==> config.mk <==
export PLATFORM = sky130hd
export DESIGN_NAME = ulpi_line_ctrl_flat
export DESIGN_NICKNAME = d
export VERILOG_FILES = /design/src/rtl/ulpi_line_ctrl_if.sv /design/src/rtl/ulpi_line_ctrl.sv /design/src/flat_wrapper.sv
export SDC_FILE = /design/constraint.sdc
export NUM_CORES = 1
export LEC_CHECK = 0
export BUFFER_PORTS_ARGS = -buffer_cell sky130_fd_sc_hd__buf_4
export CELL_PAD_IN_SITES_DETAIL_PLACEMENT = 1
export CELL_PAD_IN_SITES_GLOBAL_PLACEMENT = 1
export CORE_UTILIZATION = 44
export CTS_BUF_LIST = sky130_fd_sc_hd__clkbuf_8
export DETAILED_ROUTE_END_ITERATION = 10
export PLACE_DENSITY = 0.93
export SYNTH_ARGS = -nofsm -noshare
export SYNTH_HDL_FRONTEND = slang
export SYNTH_SLANG_ARGS = --single-unit
==> constraint.sdc <==
create_clock -name clock -period 3.5 [get_ports clock]
set_clock_uncertainty 0.05 [all_clocks]
set_input_delay 0.35 -clock clock [delete_from_list [all_inputs] [get_ports clock]]
set_output_delay 0.35 -clock clock [all_outputs]
set_load 0.01 [all_outputs]
==> src/rtl/ulpi_line_ctrl_if.sv <==
`default_nettype none
// +----------------------------------------------------------------------------+
// | Module      : ulpi_line_ctrl_if                                            |
// | Description : Bus bundle for ulpi_line_ctrl: raw PHY pins, registered      |
// |               pins, UTMI+ line status and the register-write handshake.    |
// | Revision    : 1.0 - initial release                                        |
// +----------------------------------------------------------------------------+
interface ulpi_line_ctrl_if;
  logic       ulpi_dir;
  logic       ulpi_nxt;
  logic [7:0] ulpi_data;
  logic       iob_dir_o;
  logic       iob_nxt_o;
  logic [7:0] iob_dat_o;
  logic [1:0] line_state_o;
  logic [1:0] vbus_state_o;
  logic [1:0] rx_event_o;
  logic       high_speed_o;
  logic       usb_reset_o;
  logic       suspend_o;
  logic [3:0] state_o;
  logic       reg_req_o;
  logic       reg_busy_i;
  logic       reg_done_i;
  logic       reg_stop_o;
  logic [7:0] reg_addr_o;
  logic [7:0] reg_data_o;

  // master: the line controller; slave: PHY pins plus the register-write engine
  modport master (
    input  ulpi_dir, ulpi_nxt, ulpi_data, reg_busy_i, reg_done_i,
    output iob_dir_o, iob_nxt_o, iob_dat_o, line_state_o, vbus_state_o,
           rx_event_o, high_speed_o, usb_reset_o, suspend_o, state_o,
           reg_req_o, reg_stop_o, reg_addr_o, reg_data_o
  );

  modport slave (
    output ulpi_dir, ulpi_nxt, ulpi_data, reg_busy_i, reg_done_i,
    input  iob_dir_o, iob_nxt_o, iob_dat_o, line_state_o, vbus_state_o,
           rx_event_o, high_speed_o, usb_reset_o, suspend_o, state_o,
           reg_req_o, reg_stop_o, reg_addr_o, reg_data_o
  );
endinterface
`default_nettype wire

==> src/rtl/ulpi_line_ctrl.sv <==
`default_nettype none
// +----------------------------------------------------------------------------+
// | Module      : ulpi_line_ctrl                                               |
// | Description : ULPI line-state controller: RX CMD decode, bus reset detect, |
// |               HS chirp negotiation with FS fallback. Optional suspend      |
// |               detection is enabled by defining ULPI_LINE_SUSPEND_EN.       |
// | Revision    : 1.0 - initial release                                        |
// +----------------------------------------------------------------------------+
module ulpi_line_ctrl #(
  parameter int HIGH_SPEED    = 1,
  parameter int CNTW          = 20,
  parameter int RESET_CYC     = 190000,
  parameter int SUSPEND_CYC   = 190000,
  parameter int CHIRPK_CYC    = 66000,
  parameter int KJ_PAIRS      = 3,
  parameter int KJ_CYC        = 120,
  parameter int CHIRP_TMO_CYC = 150000,
  parameter int SWITCH_CYC    = 6000
) (
  input wire logic         clock,
  input wire logic         reset,
  ulpi_line_ctrl_if.master bus
);

  localparam logic [3:0] c_st_init    = 4'd0;
  localparam logic [3:0] c_st_write   = 4'd1;
  localparam logic [3:0] c_st_wait    = 4'd2;
  localparam logic [3:0] c_st_idle    = 4'd3;
  localparam logic [3:0] c_st_reset   = 4'd4;
  localparam logic [3:0] c_st_chirp   = 4'd5;
  localparam logic [3:0] c_st_chirpk  = 4'd6;
  localparam logic [3:0] c_st_stop    = 4'd7;
  localparam logic [3:0] c_st_kj      = 4'd8;
  localparam logic [3:0] c_st_fsstart = 4'd9;
  localparam logic [3:0] c_st_fswait  = 4'd10;
`ifdef ULPI_LINE_SUSPEND_EN
  localparam logic [3:0] c_st_suspend = 4'd11;
  localparam logic [CNTW-1:0] c_suspend_cyc = CNTW'(SUSPEND_CYC);
`endif

  localparam logic [CNTW-1:0] c_reset_cyc  = CNTW'(RESET_CYC);
  localparam logic [CNTW-1:0] c_chirpk_cyc = CNTW'(CHIRPK_CYC);
  localparam logic [CNTW-1:0] c_kj_cyc     = CNTW'(KJ_CYC);
  localparam logic [CNTW-1:0] c_tmo_cyc    = CNTW'(CHIRP_TMO_CYC);
  localparam logic [CNTW-1:0] c_switch_cyc = CNTW'(SWITCH_CYC);
  localparam logic [2:0]      c_kj_pairs   = 3'(KJ_PAIRS);
  localparam logic            c_hs_en      = (HIGH_SPEED != 0);

  localparam logic [1:0] c_ls_se0 = 2'b00;
  localparam logic [1:0] c_ls_j   = 2'b01;

  logic            r_iob_dir;
  logic            r_iob_nxt;
  logic [7:0]      r_iob_dat;
  logic [1:0]      r_line;
  logic [1:0]      r_vbus;
  logic [1:0]      r_rx_event;
  logic [CNTW-1:0] r_timer;
  logic [CNTW-1:0] r_kj_tmo;
  logic [2:0]      r_kj_pairs;
  logic [3:0]      r_state;
  logic [3:0]      r_ret_state;
  logic [7:0]      r_reg_addr;
  logic [7:0]      r_reg_data;
  logic            r_high_speed;
  logic            r_usb_reset;

  logic            w_rx_cmd;
  logic            w_line_chg;
  logic            w_hold;
  logic            w_state_enter;
  logic            w_timer_clr;
  logic [3:0]      w_state_next;
  logic            w_load;
  logic [7:0]      w_wr_addr;
  logic [7:0]      w_wr_data;
  logic [3:0]      w_wr_ret;
  logic            w_hs_set;
  logic            w_hs_clr;
  logic            w_reg_req;
  logic            w_reg_stop;

  // Pin capture has no reset so the registered pins always mirror the PHY.
  always_ff @(posedge clock) begin
    r_iob_dir <= bus.ulpi_dir;
    r_iob_nxt <= bus.ulpi_nxt;
    r_iob_dat <= bus.ulpi_data;
  end

  assign w_rx_cmd      = r_iob_dir && bus.ulpi_dir && !bus.ulpi_nxt;
  assign w_line_chg    = w_rx_cmd && (bus.ulpi_data[1:0] != r_line);
  assign w_hold        = r_iob_dir || bus.ulpi_dir;
  assign w_state_enter = (w_state_next != r_state);
  assign w_timer_clr   = w_line_chg ||
                         (w_state_enter && ((w_state_next == c_st_chirpk) ||
                                            (w_state_next == c_st_kj) ||
                                            (w_state_next == c_st_fswait)));

  always_ff @(posedge clock) begin
    if (reset) begin
      r_line     <= 2'b00;
      r_vbus     <= 2'b00;
      r_rx_event <= 2'b00;
    end else if (w_rx_cmd) begin
      r_line     <= bus.ulpi_data[1:0];
      r_vbus     <= bus.ulpi_data[3:2];
      r_rx_event <= bus.ulpi_data[5:4];
    end
  end

  // Line timer measures time since the last line change or state entry.
  always_ff @(posedge clock) begin
    if (reset) begin
      r_timer <= '0;
    end else if (w_timer_clr) begin
      r_timer <= '0;
    end else if (r_timer != '1) begin
      r_timer <= r_timer + 1'b1;
    end
  end

  // Chirp timeout and pair counter keep running through bus turnarounds,
  // since the host's K/J chirps arrive as RX CMDs while dir is high.
  always_ff @(posedge clock) begin
    if (reset) begin
      r_kj_tmo   <= '0;
      r_kj_pairs <= 3'd0;
    end else if (w_state_enter && (w_state_next == c_st_kj)) begin
      r_kj_tmo   <= '0;
      r_kj_pairs <= 3'd0;
    end else if (r_state == c_st_kj) begin
      if (r_kj_tmo != '1) begin
        r_kj_tmo <= r_kj_tmo + 1'b1;
      end
      if (w_line_chg && (bus.ulpi_data[1:0] == c_ls_j) && (r_kj_pairs != 3'd7)) begin
        r_kj_pairs <= r_kj_pairs + 3'd1;
      end
    end
  end

  always_ff @(posedge clock) begin
    if (reset) begin
      r_state <= c_st_init;
    end else begin
      r_state <= w_state_next;
    end
  end

  always_comb begin
    w_state_next = r_state;
    w_load       = 1'b0;
    w_wr_addr    = 8'h00;
    w_wr_data    = 8'h00;
    w_wr_ret     = r_state;
    w_hs_set     = 1'b0;
    w_hs_clr     = 1'b0;
    if (!w_hold) begin
      case (r_state)
        c_st_init: begin
          w_state_next = c_st_write;
          w_load       = 1'b1;
          w_wr_addr    = 8'h8A;
          w_wr_data    = 8'h00;
          w_wr_ret     = c_st_fsstart;
        end
        c_st_write: begin
          if (bus.reg_busy_i) begin
            w_state_next = c_st_wait;
          end
        end
        c_st_wait: begin
          if (bus.reg_done_i) begin
            w_state_next = r_ret_state;
          end
        end
        c_st_idle: begin
          // Reset is tested first so it wins over a simultaneous suspend.
          if ((r_line == c_ls_se0) && (r_timer > c_reset_cyc)) begin
            w_state_next = c_st_reset;
`ifdef ULPI_LINE_SUSPEND_EN
          end else if (!r_high_speed && (r_line == c_ls_j) &&
                       (r_timer > c_suspend_cyc)) begin
            w_state_next = c_st_suspend;
`endif
          end
        end
        c_st_reset: begin
          if (r_high_speed) begin
            w_state_next = c_st_fsstart;
          end else if (c_hs_en) begin
            w_state_next = c_st_chirp;
          end else if (r_line != c_ls_se0) begin
            w_state_next = c_st_idle;
          end
        end
        c_st_chirp: begin
          w_state_next = c_st_write;
          w_load       = 1'b1;
          w_wr_addr    = 8'h84;
          w_wr_data    = 8'h54;
          w_wr_ret     = c_st_chirpk;
        end
        c_st_chirpk: begin
          if ((r_timer >= c_chirpk_cyc) && !bus.reg_busy_i) begin
            w_state_next = c_st_stop;
          end
        end
        c_st_stop: begin
          if (bus.reg_busy_i) begin
            w_state_next = c_st_kj;
          end
        end
        c_st_kj: begin
          if ((r_kj_pairs >= c_kj_pairs) && (r_timer > c_kj_cyc)) begin
            w_state_next = c_st_write;
            w_load       = 1'b1;
            w_wr_addr    = 8'h84;
            w_wr_data    = 8'h40;
            w_wr_ret     = c_st_idle;
            w_hs_set     = 1'b1;
          end else if (r_kj_tmo >= c_tmo_cyc) begin
            w_state_next = c_st_fsstart;
            w_hs_clr     = 1'b1;
          end
        end
        c_st_fsstart: begin
          w_state_next = c_st_write;
          w_load       = 1'b1;
          w_wr_addr    = 8'h84;
          w_wr_data    = 8'h45;
          w_wr_ret     = c_st_fswait;
          w_hs_clr     = 1'b1;
        end
        c_st_fswait: begin
          if (r_timer >= c_switch_cyc) begin
            w_state_next = ((r_line == c_ls_se0) && c_hs_en) ? c_st_chirp : c_st_idle;
          end
        end
`ifdef ULPI_LINE_SUSPEND_EN
        c_st_suspend: begin
          if (r_line != c_ls_j) begin
            w_state_next = c_st_idle;
          end
        end
`endif
        default: begin
          w_state_next = c_st_init;
        end
      endcase
    end
  end

  always_comb begin
    w_reg_req  = (r_state == c_st_write);
    w_reg_stop = (r_state == c_st_chirpk) && !w_hold && !bus.reg_busy_i &&
                 (r_timer >= c_chirpk_cyc);
  end

  // Address/data load only on the way into WRITE, so they hold while requesting.
  always_ff @(posedge clock) begin
    if (reset) begin
      r_reg_addr   <= 8'h00;
      r_reg_data   <= 8'h00;
      r_ret_state  <= c_st_init;
      r_high_speed <= 1'b0;
      r_usb_reset  <= 1'b0;
    end else begin
      if (w_load) begin
        r_reg_addr  <= w_wr_addr;
        r_reg_data  <= w_wr_data;
        r_ret_state <= w_wr_ret;
      end
      if (w_hs_set) begin
        r_high_speed <= 1'b1;
      end else if (w_hs_clr) begin
        r_high_speed <= 1'b0;
      end
      if (w_state_next == c_st_reset) begin
        r_usb_reset <= 1'b1;
      end else if (w_state_next == c_st_idle) begin
        r_usb_reset <= 1'b0;
      end
    end
  end

`ifdef ULPI_LINE_SUSPEND_EN
  logic r_suspend;

  always_ff @(posedge clock) begin
    if (reset) begin
      r_suspend <= 1'b0;
    end else begin
      r_suspend <= (w_state_next == c_st_suspend);
    end
  end

  assign bus.suspend_o = r_suspend;
`else
  assign bus.suspend_o = 1'b0;
`endif

  assign bus.iob_dir_o    = r_iob_dir;
  assign bus.iob_nxt_o    = r_iob_nxt;
  assign bus.iob_dat_o    = r_iob_dat;
  assign bus.line_state_o = r_line;
  assign bus.vbus_state_o = r_vbus;
  assign bus.rx_event_o   = r_rx_event;
  assign bus.high_speed_o = r_high_speed;
  assign bus.usb_reset_o  = r_usb_reset;
  assign bus.state_o      = r_state;
  assign bus.reg_req_o    = w_reg_req;
  assign bus.reg_stop_o   = w_reg_stop;
  assign bus.reg_addr_o   = r_reg_addr;
  assign bus.reg_data_o   = r_reg_data;

endmodule
`default_nettype wire
==> src/flat_wrapper.sv <==
// flat-port wrapper written by rule: the top's interface ports become plain ports
module ulpi_line_ctrl_flat 
#(
  parameter int HIGH_SPEED    = 1,
  parameter int CNTW          = 20,
  parameter int RESET_CYC     = 190000,
  parameter int SUSPEND_CYC   = 190000,
  parameter int CHIRPK_CYC    = 66000,
  parameter int KJ_PAIRS      = 3,
  parameter int KJ_CYC        = 120,
  parameter int CHIRP_TMO_CYC = 150000,
  parameter int SWITCH_CYC    = 6000
)
  (clock, reset, bus_ulpi_dir, bus_ulpi_nxt, bus_ulpi_data, bus_reg_busy_i, bus_reg_done_i, bus_iob_dir_o, bus_iob_nxt_o, bus_iob_dat_o, bus_line_state_o, bus_vbus_state_o, bus_rx_event_o, bus_high_speed_o, bus_usb_reset_o, bus_suspend_o, bus_state_o, bus_reg_req_o, bus_reg_stop_o, bus_reg_addr_o, bus_reg_data_o);
  ulpi_line_ctrl_if bus_i ();
  input wire logic clock;
  input wire logic reset;
  input wire logic [$bits(bus_i.ulpi_dir)-1:0] bus_ulpi_dir;
  input wire logic [$bits(bus_i.ulpi_nxt)-1:0] bus_ulpi_nxt;
  input wire logic [$bits(bus_i.ulpi_data)-1:0] bus_ulpi_data;
  input wire logic [$bits(bus_i.reg_busy_i)-1:0] bus_reg_busy_i;
  input wire logic [$bits(bus_i.reg_done_i)-1:0] bus_reg_done_i;
  output wire logic [$bits(bus_i.iob_dir_o)-1:0] bus_iob_dir_o;
  output wire logic [$bits(bus_i.iob_nxt_o)-1:0] bus_iob_nxt_o;
  output wire logic [$bits(bus_i.iob_dat_o)-1:0] bus_iob_dat_o;
  output wire logic [$bits(bus_i.line_state_o)-1:0] bus_line_state_o;
  output wire logic [$bits(bus_i.vbus_state_o)-1:0] bus_vbus_state_o;
  output wire logic [$bits(bus_i.rx_event_o)-1:0] bus_rx_event_o;
  output wire logic [$bits(bus_i.high_speed_o)-1:0] bus_high_speed_o;
  output wire logic [$bits(bus_i.usb_reset_o)-1:0] bus_usb_reset_o;
  output wire logic [$bits(bus_i.suspend_o)-1:0] bus_suspend_o;
  output wire logic [$bits(bus_i.state_o)-1:0] bus_state_o;
  output wire logic [$bits(bus_i.reg_req_o)-1:0] bus_reg_req_o;
  output wire logic [$bits(bus_i.reg_stop_o)-1:0] bus_reg_stop_o;
  output wire logic [$bits(bus_i.reg_addr_o)-1:0] bus_reg_addr_o;
  output wire logic [$bits(bus_i.reg_data_o)-1:0] bus_reg_data_o;
  assign bus_i.ulpi_dir = bus_ulpi_dir;
  assign bus_i.ulpi_nxt = bus_ulpi_nxt;
  assign bus_i.ulpi_data = bus_ulpi_data;
  assign bus_i.reg_busy_i = bus_reg_busy_i;
  assign bus_i.reg_done_i = bus_reg_done_i;
  assign bus_iob_dir_o = bus_i.iob_dir_o;
  assign bus_iob_nxt_o = bus_i.iob_nxt_o;
  assign bus_iob_dat_o = bus_i.iob_dat_o;
  assign bus_line_state_o = bus_i.line_state_o;
  assign bus_vbus_state_o = bus_i.vbus_state_o;
  assign bus_rx_event_o = bus_i.rx_event_o;
  assign bus_high_speed_o = bus_i.high_speed_o;
  assign bus_usb_reset_o = bus_i.usb_reset_o;
  assign bus_suspend_o = bus_i.suspend_o;
  assign bus_state_o = bus_i.state_o;
  assign bus_reg_req_o = bus_i.reg_req_o;
  assign bus_reg_stop_o = bus_i.reg_stop_o;
  assign bus_reg_addr_o = bus_i.reg_addr_o;
  assign bus_reg_data_o = bus_i.reg_data_o;
  ulpi_line_ctrl #(.HIGH_SPEED(HIGH_SPEED), .CNTW(CNTW), .RESET_CYC(RESET_CYC), .SUSPEND_CYC(SUSPEND_CYC), .CHIRPK_CYC(CHIRPK_CYC), .KJ_PAIRS(KJ_PAIRS), .KJ_CYC(KJ_CYC), .CHIRP_TMO_CYC(CHIRP_TMO_CYC), .SWITCH_CYC(SWITCH_CYC)) u_core (.clock(clock), .reset(reset), .bus(bus_i));
endmodule
==> flow_summary_export.csv <==
group,metric,value,unit
outcome,status,"finished clean",
timing,finalSetupTns,0,ps
timing,rsz0062_at_grt,"false",
synthesis,ys_ff_latch,76,
power_and_ir_drop,p_leak,1.74,nW
timing,layout_worst_path_cycle_share,93.7,%
power_and_ir_drop,p_per_area,381,nW/um^2
timing,fin_crit,3280,ps
worst_setup_path,worstPathMaxFanout,23,
timing,finalSetupViolations,0,
synthesis,seq_area_frac_synth,38.6,%
clock_tree,clockBufferDepth,2,
detailed_routing,routed_wl,10.8,mm
clock_tree,clk_latency,360,ps
synthesis,synth_edf_count,0,
worst_setup_path,critPathRequiredTime,3690,ps
hold_path,hp-start,"bus_ulpi_data[7]",
floorplan,die_w,96.6,um
detailed_routing,drt_iter0_markers,172,
synthesis,syn_area,3940,um^2
timing,final_hold_viol_count,0,
timing,maxSlewViolCount,0,
worst_setup_path,path_class,"register to register",
clock_tree,numCtsBuffers,9,
detailed_routing,remaining_drc_errors,0,
synthesis,synthArstFlopShare,0,%
floorplan,die_h,96.6,um
clock_tree,cts_hold_buf,0,
placed_design,port_buffers,45,
grt,grt_pass1_vias,3638,
hold_path,hold_end,"u_core.bus.iob_dat_o[7]",
finish,finalNetCount,538,
floorplan,core,8680,um^2
worst_setup_path,cp.arrival,3470,ps
power_and_ir_drop,worst_ir_drop_vdd,0.000257,V
floorplan,row_count,34,
synthesis,synth.most_common_cell,"dfxtp_1",
placed_design,place_congestion,0.903,
synthesis,yosysTopAreaCellShare,38.6,%
clock_tree,cts_resized,0,
clock_tree,cts_setup_buffers,0,
synthesis,syn_avg_cell_area,8.24,um^2
detailed_routing,wl_per_cell,17.1,um
clock_tree,clock_sinks,76,
clock_tree,cts_tree,"yes",
grt,grt_max_degree,27,
floorplan,io_pins,55,
hold_path,worstHoldPathType,"primary input to register",
synthesis,yosys.area.top_type,"dfxtp_1",
worst_setup_path,worst_r2r_path_depth,9,
grt,grt_usage,23.7,%
clock_tree,root_buffer,"clkbuf_8",
clock_tree,path_clk_slew,80,ps
grt,grt-ovfl-total,0,
finish,antennaDiodeCount,0,
synthesis,yosys-top-cells-count,"76 x dfxtp_1, 74 x nor2_1, 43 x nand2_1, 35 x nor3_1, 24 x a21oi_1",
placed_design,dp_hpwl,7.73,mm
timing,worst_hold_slack,37.3,ps
detailed_routing,antenna_left,0,
worst_setup_path,reg2reg_setup_slack,220,ps
detailed_routing,firstDrtPassIters,4,
timing,worst_pin_slew,630,ps
finish,drive_above_1_share,15.5,%
worst_setup_path,timing.rr.end,"u_core.r_kj_tmo[2]",
clock_tree,h-tree-depth,3,
synthesis,yosys_warnings,0,
worst_setup_path,startpoint_type,"register",
synthesis,synthDistinctLibCells,65,
hold_path,whs_path_depth,1,
finish,area_growth,14.2,%
floorplan,start_util,45.4,%
timing,max_slew_margin,57.6,%
synthesis,dominantRegCellSynth,"dfxtp_1",
floorplan,die_area,9330,um^2
grt,antenna_found_initial,0,
job,cap_violations,0,
synthesis,syn-instance-count,478,
grt,grt_pass1_wl,18.2,mm
timing,fmax,305,MHz
detailed_routing,via_per_inst,5.70,
synthesis,ys_top_cells_by_area,"dfxtp_1 39%, nor2_1 7.1%, xnor2_1 5.1%",
worst_setup_path,crit_path_end_kind,"register",
detailed_routing,vias,3591,
worst_setup_path,worstReg2RegStart,"u_core.r_timer[11]",
==> through the flow <==
step / setup slack [ps] / area (um^2) / utilization [%] / cells / power [mW]
CTS: 305 / 4500 / 51.8 / 630 / 1.72
global route: 83.2 / 4500 / 51.8 / 630 / 1.77
detailed placement: 333 / 4300 / 49.5 / 614 / 1.04
finish: 220 / 4500 / 51.8 / 630 / 1.71
floorplan: 916 / 3970 / - / 486 / 0.993
global placement: 445 / 4300 / 49.5 / 614 / 1.03
==> cell usage in the layout (no fill, tap or decap), drive strengths merged, types with 2 or more instances in the layout <==
| master | count |
|---|---|
| o41ai | 2 |
| a221oi | 3 |
| inv | 20 |
| xnor2 | 23 |
| a211oi | 2 |
| buf | 52 |
| nor4b | 3 |
| a21o | 3 |
| or3 | 4 |
| a21oi | 24 |
| o21ai | 15 |
| a31oi | 6 |
| a2111oi | 3 |
| mux2i | 8 |
| o2111ai | 2 |
| and3 | 7 |
| o31ai | 2 |
| a211o | 2 |
| clkinv | 2 |
| conb | 9 |
| nor2 | 74 |
| xor2 | 12 |
| nand2 | 43 |
| nand4 | 10 |
| ha | 7 |
| and2 | 3 |
| nand3 | 15 |
| dfxtp | 76 |
| clkbuf | 10 |
| or2 | 4 |
| and4 | 4 |
| nor2b | 4 |
| nand3b | 3 |
| o22ai | 2 |
| nor4 | 7 |
| o311a | 3 |
| nor3 | 35 |
==> area by class of cell <==
| class | instances | area (um^2) |
|---|---|---|
| clock buffers | 10 | 138 |
| clock inverters | 6 | 63.8 |
| fillers | 1067 | 4180 |
| inverters | 18 | 67.6 |
| multi-input cells | 360 | 2180 |
| flip-flops and latches | 76 | 1520 |
| well taps | 108 | 135 |
| repair buffers | 52 | 390 |
==> worst max-delay path, stage by stage (launching register included) <==
cell and delay [ps]:
dfxtp_1 390, nor4_1 470, nand4_1 150, o21ai_1 430
o311a_1 300, o2111ai_1 240, a221o_1 460, o31ai_4 270
buf_4 300, nor2_1 90
==> power by group <==
part,internal [mW],switching (mW)
sequential,0.880,0.0121
clock,0.349,0.343
combinational,0.0509,0.0776
total,1.28,0.433
==> flip-flops by register name, summed over array words and instances, names as in the netlist <==
name and flops:
u_core.r_kj_pairs 3, u_core.bus.vbus_state_o 2, u_core.bus.state_o 4, u_core.bus.reg_data_o 4
u_core.r_timer 20, u_core.bus.high_speed_o 1, u_core.bus.usb_reset_o 1, u_core.bus.iob_nxt_o 1
u_core.r_kj_tmo 20, u_core.bus.reg_addr_o 3, u_core.bus.iob_dat_o 8, u_core.bus.rx_event_o 2
u_core.bus.line_state_o 2, u_core.r_ret_state 4, u_core.bus.iob_dir_o 1
==> logic make-up after synthesis <==
logic type                 after synthesis  share of synthesized area, %
adders and majority gates                7                          2.22
AOI/OAI and AO/OA                       79                          14.5
xor gates and xnor gates                35                          7.78
muxes                                    8                          2.03
buffers and inverters                   50                          6.73
other                                    1                        0.0952
DFF                                     76                          38.6
and+or+nand+nor                        222                          28.0
==> metal layers <==
metal	GRT usage [%]	share of wire, %	routed length, um
met4	4.71	1.1	117
met5	0	0	0
met3	5.20	5.0	538
met2	41.3	50	5360
met1	30.1	44	4780
==> worst max-delay path by stage <==
stage,endpoint,startpoint,depth (start not counted),slack [ps]
detailed placement,u_core.r_kj_tmo[13],u_core.r_timer[9],9,330
floorplan,u_core.r_timer[16],u_core.r_timer[17],10,920
finish,u_core.r_kj_tmo[2],u_core.r_timer[11],9,220
global placement,u_core.r_kj_tmo[12],u_core.r_timer[9],9,450
CTS,u_core.r_kj_tmo[2],u_core.r_timer[9],9,310
global route,u_core.r_kj_tmo[13],u_core.r_timer[11],9,80
Note: power is estimated with default switching activity, not from simulation.
